`src/rtl/conf_bus_master_if.sv`:
```
// Request/response handshake and pixel-core configuration bus of conf_bus_master.
// The master modport is the block's view; the slave modport is the requester/chain view.
interface conf_bus_master_if #(
  parameter int unsigned ADDR_W = 12,
  parameter int unsigned DATA_W = 8
);
  logic              ReqValid;
  logic              ReqReady;
  logic              ReqWrite;
  logic [ADDR_W-1:0] ReqAddr;
  logic [DATA_W-1:0] ReqData;
  logic              ReqDefConf;
  logic              RspValid;
  logic [DATA_W-1:0] RspData;
  logic              RspErr;
  logic [ADDR_W-1:0] AddressConf;
  logic [DATA_W-1:0] DataConfWr;
  logic              ConfWr;
  logic              DefConf;
  logic [DATA_W-1:0] DataConfRd;
  logic              Busy;

  modport master (
    input  ReqValid, ReqWrite, ReqAddr, ReqData, ReqDefConf, DataConfRd,
    output ReqReady, RspValid, RspData, RspErr, AddressConf, DataConfWr,
           ConfWr, DefConf, Busy
  );

  modport slave (
    output ReqValid, ReqWrite, ReqAddr, ReqData, ReqDefConf, DataConfRd,
    input  ReqReady, RspValid, RspData, RspErr, AddressConf, DataConfWr,
           ConfWr, DefConf, Busy
  );
endinterface

```
`src/rtl/conf_bus_master.sv`:
```
// Periphery initiator for the daisy-chained pixel configuration bus.
// Optional write readback check enabled by defining CONF_RDBACK_CHECK_EN.
module conf_bus_master #(
  parameter int unsigned ADDR_W    = 12,
  parameter int unsigned DATA_W    = 8,
  parameter int unsigned SETUP_CYC = 1,
  parameter int unsigned WR_PULSE  = 2,
  parameter int unsigned RD_LAT    = 4
) (
  input  logic              Clk,
  input  logic              Reset_B,
  conf_bus_master_if.master bus
);

  localparam int unsigned MAXP0 = (SETUP_CYC > WR_PULSE) ? SETUP_CYC : WR_PULSE;
  localparam int unsigned MAXP  = (MAXP0 > RD_LAT) ? MAXP0 : RD_LAT;
  localparam int unsigned CNT_W = $clog2(MAXP) + 1;

  localparam logic [CNT_W-1:0] SETUP_LAST  = CNT_W'(SETUP_CYC - 1);
  localparam logic [CNT_W-1:0] STROBE_LAST = CNT_W'(WR_PULSE - 1);
  localparam logic [CNT_W-1:0] RD_LAST     = CNT_W'(RD_LAT - 1);

  typedef enum logic [2:0] {IDLE, SETUP, STROBE, HOLD, RDWAIT, RESP} state_e;

  state_e            state_q, state_d;
  logic [CNT_W-1:0]  cnt_q, cnt_d;
  logic              rstn_q;
  logic [ADDR_W-1:0] addr_q;
  logic [DATA_W-1:0] data_q;
  logic              write_q, def_q;
  logic              conf_wr_q, def_conf_q, rsp_valid_q;
  logic [DATA_W-1:0] rsp_data_q;
  logic              accept, capture;

  // rstn_q gives the synchronous release: no request is taken until the first edge after Reset_B rises.
  assign bus.ReqReady = rstn_q && (state_q == IDLE);
  assign accept       = bus.ReqValid && bus.ReqReady;
  assign capture      = (state_q == RDWAIT) && (cnt_q == RD_LAST);

  always_comb begin
    state_d = state_q;
    unique case (state_q)
      IDLE:   if (accept) state_d = SETUP;
      SETUP:  if (cnt_q == SETUP_LAST) state_d = (write_q || def_q) ? STROBE : RDWAIT;
      STROBE: if (cnt_q == STROBE_LAST) state_d = HOLD;
`ifdef CONF_RDBACK_CHECK_EN
      HOLD:   state_d = (write_q && !def_q) ? RDWAIT : RESP;
`else
      HOLD:   state_d = RESP;
`endif
      RDWAIT: if (cnt_q == RD_LAST) state_d = RESP;
      RESP:   state_d = IDLE;
      default: state_d = IDLE;
    endcase
    cnt_d = ((state_d != state_q) || (state_q == IDLE)) ? '0 : cnt_q + CNT_W'(1);
  end

  always_ff @(posedge Clk or negedge Reset_B) begin
    if (!Reset_B) begin
      state_q     <= IDLE;
      cnt_q       <= '0;
      rstn_q      <= 1'b0;
      addr_q      <= '0;
      data_q      <= '0;
      write_q     <= 1'b0;
      def_q       <= 1'b0;
      conf_wr_q   <= 1'b0;
      def_conf_q  <= 1'b0;
      rsp_valid_q <= 1'b0;
      rsp_data_q  <= '0;
    end else begin
      rstn_q  <= 1'b1;
      state_q <= state_d;
      cnt_q   <= cnt_d;
      if (accept) begin
        addr_q  <= bus.ReqAddr;
        data_q  <= bus.ReqData;
        write_q <= bus.ReqWrite;
        def_q   <= bus.ReqDefConf;
      end
      // Strobes are decoded from the next state so they leave flops directly.
      conf_wr_q   <= (state_d == STROBE) && !def_q;
      def_conf_q  <= (state_d == STROBE) && def_q;
      rsp_valid_q <= (state_d == RESP);
      if (capture)
        rsp_data_q <= bus.DataConfRd;
      else if ((state_q == HOLD) && (state_d == RESP))
        rsp_data_q <= '0;
    end
  end

`ifdef CONF_RDBACK_CHECK_EN
  logic rsp_err_q;
  always_ff @(posedge Clk or negedge Reset_B) begin
    if (!Reset_B)
      rsp_err_q <= 1'b0;
    else if (capture)
      rsp_err_q <= write_q && !def_q && (bus.DataConfRd != data_q);
    else if ((state_q == HOLD) && (state_d == RESP))
      rsp_err_q <= 1'b0;
  end
  assign bus.RspErr = rsp_err_q;
`else
  assign bus.RspErr = 1'b0;
`endif

  assign bus.AddressConf = addr_q;
  assign bus.DataConfWr  = data_q;
  assign bus.ConfWr      = conf_wr_q;
  assign bus.DefConf     = def_conf_q;
  assign bus.RspValid    = rsp_valid_q;
  assign bus.RspData     = rsp_data_q;
  assign bus.Busy        = (state_q != IDLE);

endmodule

```
`src/flat_wrapper.sv`:
```
// flat-port wrapper written by rule: the top's interface ports become plain ports
module conf_bus_master_flat 
#(
  parameter int unsigned ADDR_W    = 12,
  parameter int unsigned DATA_W    = 8,
  parameter int unsigned SETUP_CYC = 1,
  parameter int unsigned WR_PULSE  = 2,
  parameter int unsigned RD_LAT    = 4
)
  (Clk, Reset_B, bus_ReqValid, bus_ReqWrite, bus_ReqAddr, bus_ReqData, bus_ReqDefConf, bus_DataConfRd, bus_ReqReady, bus_RspValid, bus_RspData, bus_RspErr, bus_AddressConf, bus_DataConfWr, bus_ConfWr, bus_DefConf, bus_Busy);
  conf_bus_master_if #(.ADDR_W(ADDR_W), .DATA_W(DATA_W)) bus_i ();
  input  logic Clk;
  input  logic Reset_B;
  input wire logic [$bits(bus_i.ReqValid)-1:0] bus_ReqValid;
  input wire logic [$bits(bus_i.ReqWrite)-1:0] bus_ReqWrite;
  input wire logic [$bits(bus_i.ReqAddr)-1:0] bus_ReqAddr;
  input wire logic [$bits(bus_i.ReqData)-1:0] bus_ReqData;
  input wire logic [$bits(bus_i.ReqDefConf)-1:0] bus_ReqDefConf;
  input wire logic [$bits(bus_i.DataConfRd)-1:0] bus_DataConfRd;
  output wire logic [$bits(bus_i.ReqReady)-1:0] bus_ReqReady;
  output wire logic [$bits(bus_i.RspValid)-1:0] bus_RspValid;
  output wire logic [$bits(bus_i.RspData)-1:0] bus_RspData;
  output wire logic [$bits(bus_i.RspErr)-1:0] bus_RspErr;
  output wire logic [$bits(bus_i.AddressConf)-1:0] bus_AddressConf;
  output wire logic [$bits(bus_i.DataConfWr)-1:0] bus_DataConfWr;
  output wire logic [$bits(bus_i.ConfWr)-1:0] bus_ConfWr;
  output wire logic [$bits(bus_i.DefConf)-1:0] bus_DefConf;
  output wire logic [$bits(bus_i.Busy)-1:0] bus_Busy;
  assign bus_i.ReqValid = bus_ReqValid;
  assign bus_i.ReqWrite = bus_ReqWrite;
  assign bus_i.ReqAddr = bus_ReqAddr;
  assign bus_i.ReqData = bus_ReqData;
  assign bus_i.ReqDefConf = bus_ReqDefConf;
  assign bus_i.DataConfRd = bus_DataConfRd;
  assign bus_ReqReady = bus_i.ReqReady;
  assign bus_RspValid = bus_i.RspValid;
  assign bus_RspData = bus_i.RspData;
  assign bus_RspErr = bus_i.RspErr;
  assign bus_AddressConf = bus_i.AddressConf;
  assign bus_DataConfWr = bus_i.DataConfWr;
  assign bus_ConfWr = bus_i.ConfWr;
  assign bus_DefConf = bus_i.DefConf;
  assign bus_Busy = bus_i.Busy;
  conf_bus_master #(.ADDR_W(ADDR_W), .DATA_W(DATA_W), .SETUP_CYC(SETUP_CYC), .WR_PULSE(WR_PULSE), .RD_LAT(RD_LAT)) u_core (.Clk(Clk), .Reset_B(Reset_B), .bus(bus_i));
endmodule
```
`config.mk`:
```
export PLATFORM = sky130hd
export DESIGN_NAME = conf_bus_master_flat
export DESIGN_NICKNAME = d
export VERILOG_FILES = /design/src/rtl/conf_bus_master_if.sv /design/src/rtl/conf_bus_master.sv /design/src/flat_wrapper.sv
export SDC_FILE = /design/constraint.sdc
export NUM_CORES = 1
export LEC_CHECK = 0
export BUFFER_PORTS_ARGS = -buffer_cell sky130_fd_sc_hd__buf_4
export CORE_MARGIN = 5
export CORE_UTILIZATION = 30
export CTS_CLUSTER_SIZE = 10
export DETAILED_ROUTE_END_ITERATION = 6
export PLACE_DENSITY_LB_ADDON = 0.2
export SYNTH_ARGS = -nofsm -noshare
export SYNTH_HDL_FRONTEND = slang
export SYNTH_SLANG_ARGS = --single-unit
```
`constraint.sdc`:
```
create_clock -name Clk -period 2.8 [get_ports Clk]
set_input_delay 0.42 -clock Clk [delete_from_list [all_inputs] [get_ports Clk]]
set_output_delay 0.42 -clock Clk [all_outputs]
set_load 0.005 [all_outputs]
```
**Word level (Yosys, flattened, before mapping)**

Index checks and enable logic that the tools add are counted.
W data, S select, Z words.

- Add/subtract/negate cells: 1
- Equal/unequal tests: 9
- Mux-type cells: 9
- Reduce and logical (&&, ||, !) cells: 13

Operators by type and width:

| cell | number |
|---|---|
| $mux W3 | 6 |
| $mux W8 | 2 |
| $pmux W3 S5 | 1 |
| $eq A3 B2 Y1 const B | 4 |
| $eq A3 B1 Y1 const B | 2 |
| $eq A3 B3 Y1 const B | 2 |
| $logic_and A1 B1 Y1 | 6 |
| $logic_not A3 Y1 | 2 |
| $add A3 B1 Y3 const B | 1 |
| $ne A3 B3 Y1 | 1 |
| $reduce_bool A3 Y1 | 1 |
| $logic_or A1 B1 Y1 | 2 |
| $reduce_bool A2 Y1 | 1 |
| $logic_not A1 Y1 | 1 |

- Flip-flop bits (word level): 40
- Input port bits: 33

**Depth between registers and ports, before layout**

- Depth after elaboration: 9
- Gate-level depth with buffers: 7
- Mapped depth without buffers: 6

**Worst setup path before layout**

OpenSTA, ideal clock, no wires.

- Kind: reg-to-reg
- Start point: reg u_core.cnt_q[0]
- End point: reg u_core.cnt_q[0]
- Library setup time: 0.100 ns
- Data arrival time: 1.479 ns
- Required time: 2.700 ns
- Slack: 1.220 ns
- Stages on the path, launching flop included: 8
- Buffers on the path: 1
- Cells stage by stage: dfrtp_1 > ha_1 > ha_1 > and4bb_1 > buf_6 > nor2_2 > a31oi_1 > nor4bb_1

- Longest elaborated chain between the ends: 6

Ends and longest elaborated chain:

| item | RTL line | text |
|---|---|---|
| start, declared | conf_bus_master.sv:26 | `logic [CNT_W-1:0] cnt_q, cnt_d;` |
| start signal, assigned | conf_bus_master.sv:74 | `cnt_q <= cnt_d;` |
| $eq A3 B2 Y1 (tied with other cells) | conf_bus_master.sv:51 | `RDWAIT: if (cnt_q == RD_LAST) state_d = RESP;` |
| $mux W3 (on tied branches) | conf_bus_master.sv:51, conf_bus_master.sv:44, conf_bus_master.sv:45 |  |
| $pmux W3 S5 | conf_bus_master.sv:42 | `unique case (state_q)` |
| $ne A3 B3 Y1 | conf_bus_master.sv:55 | `cnt_d = ((state_d != state_q) \|\| (state_q == IDLE)) ? '0 : cnt_q + CNT_W'(1);` |
| $logic_or A1 B1 Y1 | conf_bus_master.sv:55 |  |
| $mux W3 * | conf_bus_master.sv:55 |  |
| named net u_core.cnt_d[0] | conf_bus_master.sv:26 |  |

Mark *: on every way through the listed nets, which the timed path passes. The rest lies on a longest branch.
A chain may end at the register's enable or synchronous reset.

**Worst setup path in the final report**

- Start point: reg u_core.cnt_q[0]
- End point: reg u_core.cnt_q[2]

The elaborated chain is that of the path after synthesis.

==> reports/results.ini <==
[final_layout]
nFillCells=559
fin_util=0.4266
nNetsFinal=240
drive_gt1_frac=0.4706
diodes=0
syn_to_final_growth_pct=36.79

[routing]
viasPerCell=4.467
vias=1233
drc=0
first_pass_iters=4
drt_wl_total_um=3617
drt-initial-drc-count=29
antenna_left=0
wire_per_inst_um=13.11

[critical_path]
cp_top_family=simple AND/OR/NAND/NOR gates
rrSetupSlack_ps=960
crit_path_top_delay_cell=dfrtp_1
crit_top_cell=ha_1
cp-end-kind=register
required_ps=2990
cp.arrival_ps=2030
crit_buf_inv=0
path_class=register to register
path_cells=ha_1 > ha_1 > and4bb_1 > nor2_2 > a31oi_1 > nor4bb_1
path_max_fanout=19
slowest_delay_ps=420
start_kind=register

[clocking]
cts_resized=0
hold_buffers=0
cts.sinks=40
tritoncts=done
cts-root-buf=clkbuf_8
clk_latency_ps=290
clock_path_buffers=2
path_clk_slew_ps=70
cts_setup_buffers=0
htreeDepth=2
cts_inserted_buffers=5

[die]
ios=67
coreArea_um2=5540
initial_core_util=0.3119
die_h_um=85.89
die_w_um=85.89
die_area_um2=7377
rows=27

[global_routing]
overflow=0
grt_max_degree=41
grt_pass1_wl_um=6141
antenna_found_initial=0
gr-usage-all-layers=0.1057
grt_pass1_vias=1340

[power_and_ir_drop]
power.leakage_nw=1.157
ir_drop_mv=0.6977
power_density_nw_per_um2=1008

[synth]
synth_commonest_cells=dfrtp_1, mux2_2, nand2_1, o21ai_0, inv_1
yosysTopAreaCellShare=0.5793
synth_warnings=0
synth-main-ff-cell=dfrtp_1
synth_cells=138
syn-num-nets=175
yosys.cell_types.count=29
synth_area_um2=1728
yosysSeqAreaShare=0.5793
synthArstFlopShare=1.000
avgSynthCellArea_um2=12.52
synthTopCellsByArea=dfrtp_1, mux2_2, nand2_1
synth_edf_count=0
yosysMostFrequentCell=dfrtp_1
synth_seq_cells=40
yosysTopAreaCell=dfrtp_1

[timing]
rsz0062_at_grt=no
finClkSkew_ps=6.492
hold_viol=0
tns_ps=0
max_freq_mhz=543.2
post-route-period-util=0.6575
tightest_slew_ps=574.0
setup-violations-final=0
drv_slew=0
relSlewSlack=0.6173
fin_crit_ps=1841

[run_status]
run_status=completed

[placement]
dpl.hpwl_um=2650
io_buffers=65
globalplace.congestion=0.7009

[run]
timing.max_cap.violations=0

[worst_hold_path]
min_path_type=input port to async pin

## stage by stage
| step | setup slack [ps] | power [W] | std cells | hold slack [ps] | area [um2] |
|---|---|---|---|---|---|
| after floorplan | 1220 | 0.001445 | 138 | 124.4 | 1728 |
| after global placement | 995.2 | 0.001899 | 268 | 442.3 | 2237 |
| after detailed placement | 943.2 | 0.001909 | 268 | 439.2 | 2237 |
| after CTS | 927.1 | 0.002433 | 276 | 119.0 | 2364 |
| after global routing | 744.5 | 0.002576 | 276 | 147.5 | 2364 |
| final | 959.0 | 0.002382 | 276 | 105.7 | 2364 |
## worst reg2reg max path, stage by stage (launching register included)
cell and delay [ps]:
dfrtp_1 420, ha_1 220, ha_1 170, and4bb_1 390
nor2_2 140, a31oi_1 130, nor4bb_1 280
## report_power, final
| group | switching (W) | total (W) | leakage (nW) | internal (W) |
|---|---|---|---|---|
| sequential | 0.000174 | 0.00100 | 0.500 | 0.000828 |
| combinational | 0.000329 | 0.000873 | 0.592 | 0.000545 |
| clock | 0.000192 | 0.000507 | 0.0645 | 0.000314 |
| total | 0.000695 | 0.00238 | 1.16 | 0.00169 |
## cells in the final DEF, fill, tap and decap left out, types with 2 or more instances in the layout
cell type and count:
a31oi_1 2, buf_4 65, clkbuf_8 7, conb_1 2, dfrtp_1 40, ha_1 4, inv_1 7, mux2_1 2
mux2_2 20, nand2_1 17, nand2b_1 2, nand3_1 2, nor2_1 4, nor2b_1 4, nor3_1 2, nor4bb_1 2
o21ai_0 10
## final cells by class
| cell class | instances | area (um2) | area share |
|---|---|---|---|
| clock buffers | 7 | 96.34 | 0.04076 |
| clock inverters | 1 | 30.03 | 0.01271 |
| inverters | 7 | 26.28 | 0.01112 |
| multi-input cells | 84 | 631.9 | 0.2673 |
| flip-flops and latches | 40 | 1001 | 0.4235 |
| well taps | 72 | 90.09 | 0.03812 |
| repair buffers | 65 | 488.0 | 0.2065 |
## kinds of logic (layout without fill, tap and decap cells)
logic type / count (synthesis) / count (layout) / synth area share
fa+ha+maj: 4 / 4 / 0.02897
flops: 40 / 40 / 0.5793
simple gates: 39 / 39 / 0.1296
other cells: 2 / 2 / 0.004346
mux: 22 / 22 / 0.1434
compound gates: 17 / 17 / 0.05938
buf+inv: 14 / 80 / 0.05503
## state kept, by name, summed over array words and instances, names as in the netlist
name	flops
u_core.rstn_q	1
u_core.write_q	1
u_core.bus.ConfWr	1
u_core.bus.DataConfWr	8
u_core.state_q	3
u_core.bus.AddressConf	12
u_core.bus.RspValid	1
u_core.bus.DefConf	1
u_core.def_q	1
u_core.cnt_q	3
u_core.bus.RspData	8
## worst paths after layout
| path | start | endpoint | cells after the start |
|---|---|---|---|
| max in group asynchronous | Reset_B | u_core.bus.DataConfWr[6] | 1 |
| setup / recovery | u_core.cnt_q[0] | u_core.cnt_q[2] | 6 |
| hold / removal | Reset_B | u_core.bus.RspData[0] | 1 |
| setup reg to reg | u_core.cnt_q[0] | u_core.cnt_q[2] | 6 |
| hold reg to reg | u_core.cnt_q[0] | u_core.cnt_q[0] | 1 |
| min in group Clk | bus_DataConfRd[3] | u_core.bus.RspData[3] | 3 |
## routing by layer
metal | up-vias | GRT usage | share of wire
li1 | 592 | - | -
met3 | 8 | 0.05956 | 0.13
met1 | 578 | 0.1266 | 0.42
met2 | 55 | 0.1549 | 0.43
met5 | - | 0 | 0
met4 | 0 | 0.04604 | 0.016
No activity file was read; power rests on OpenSTA's default activity.
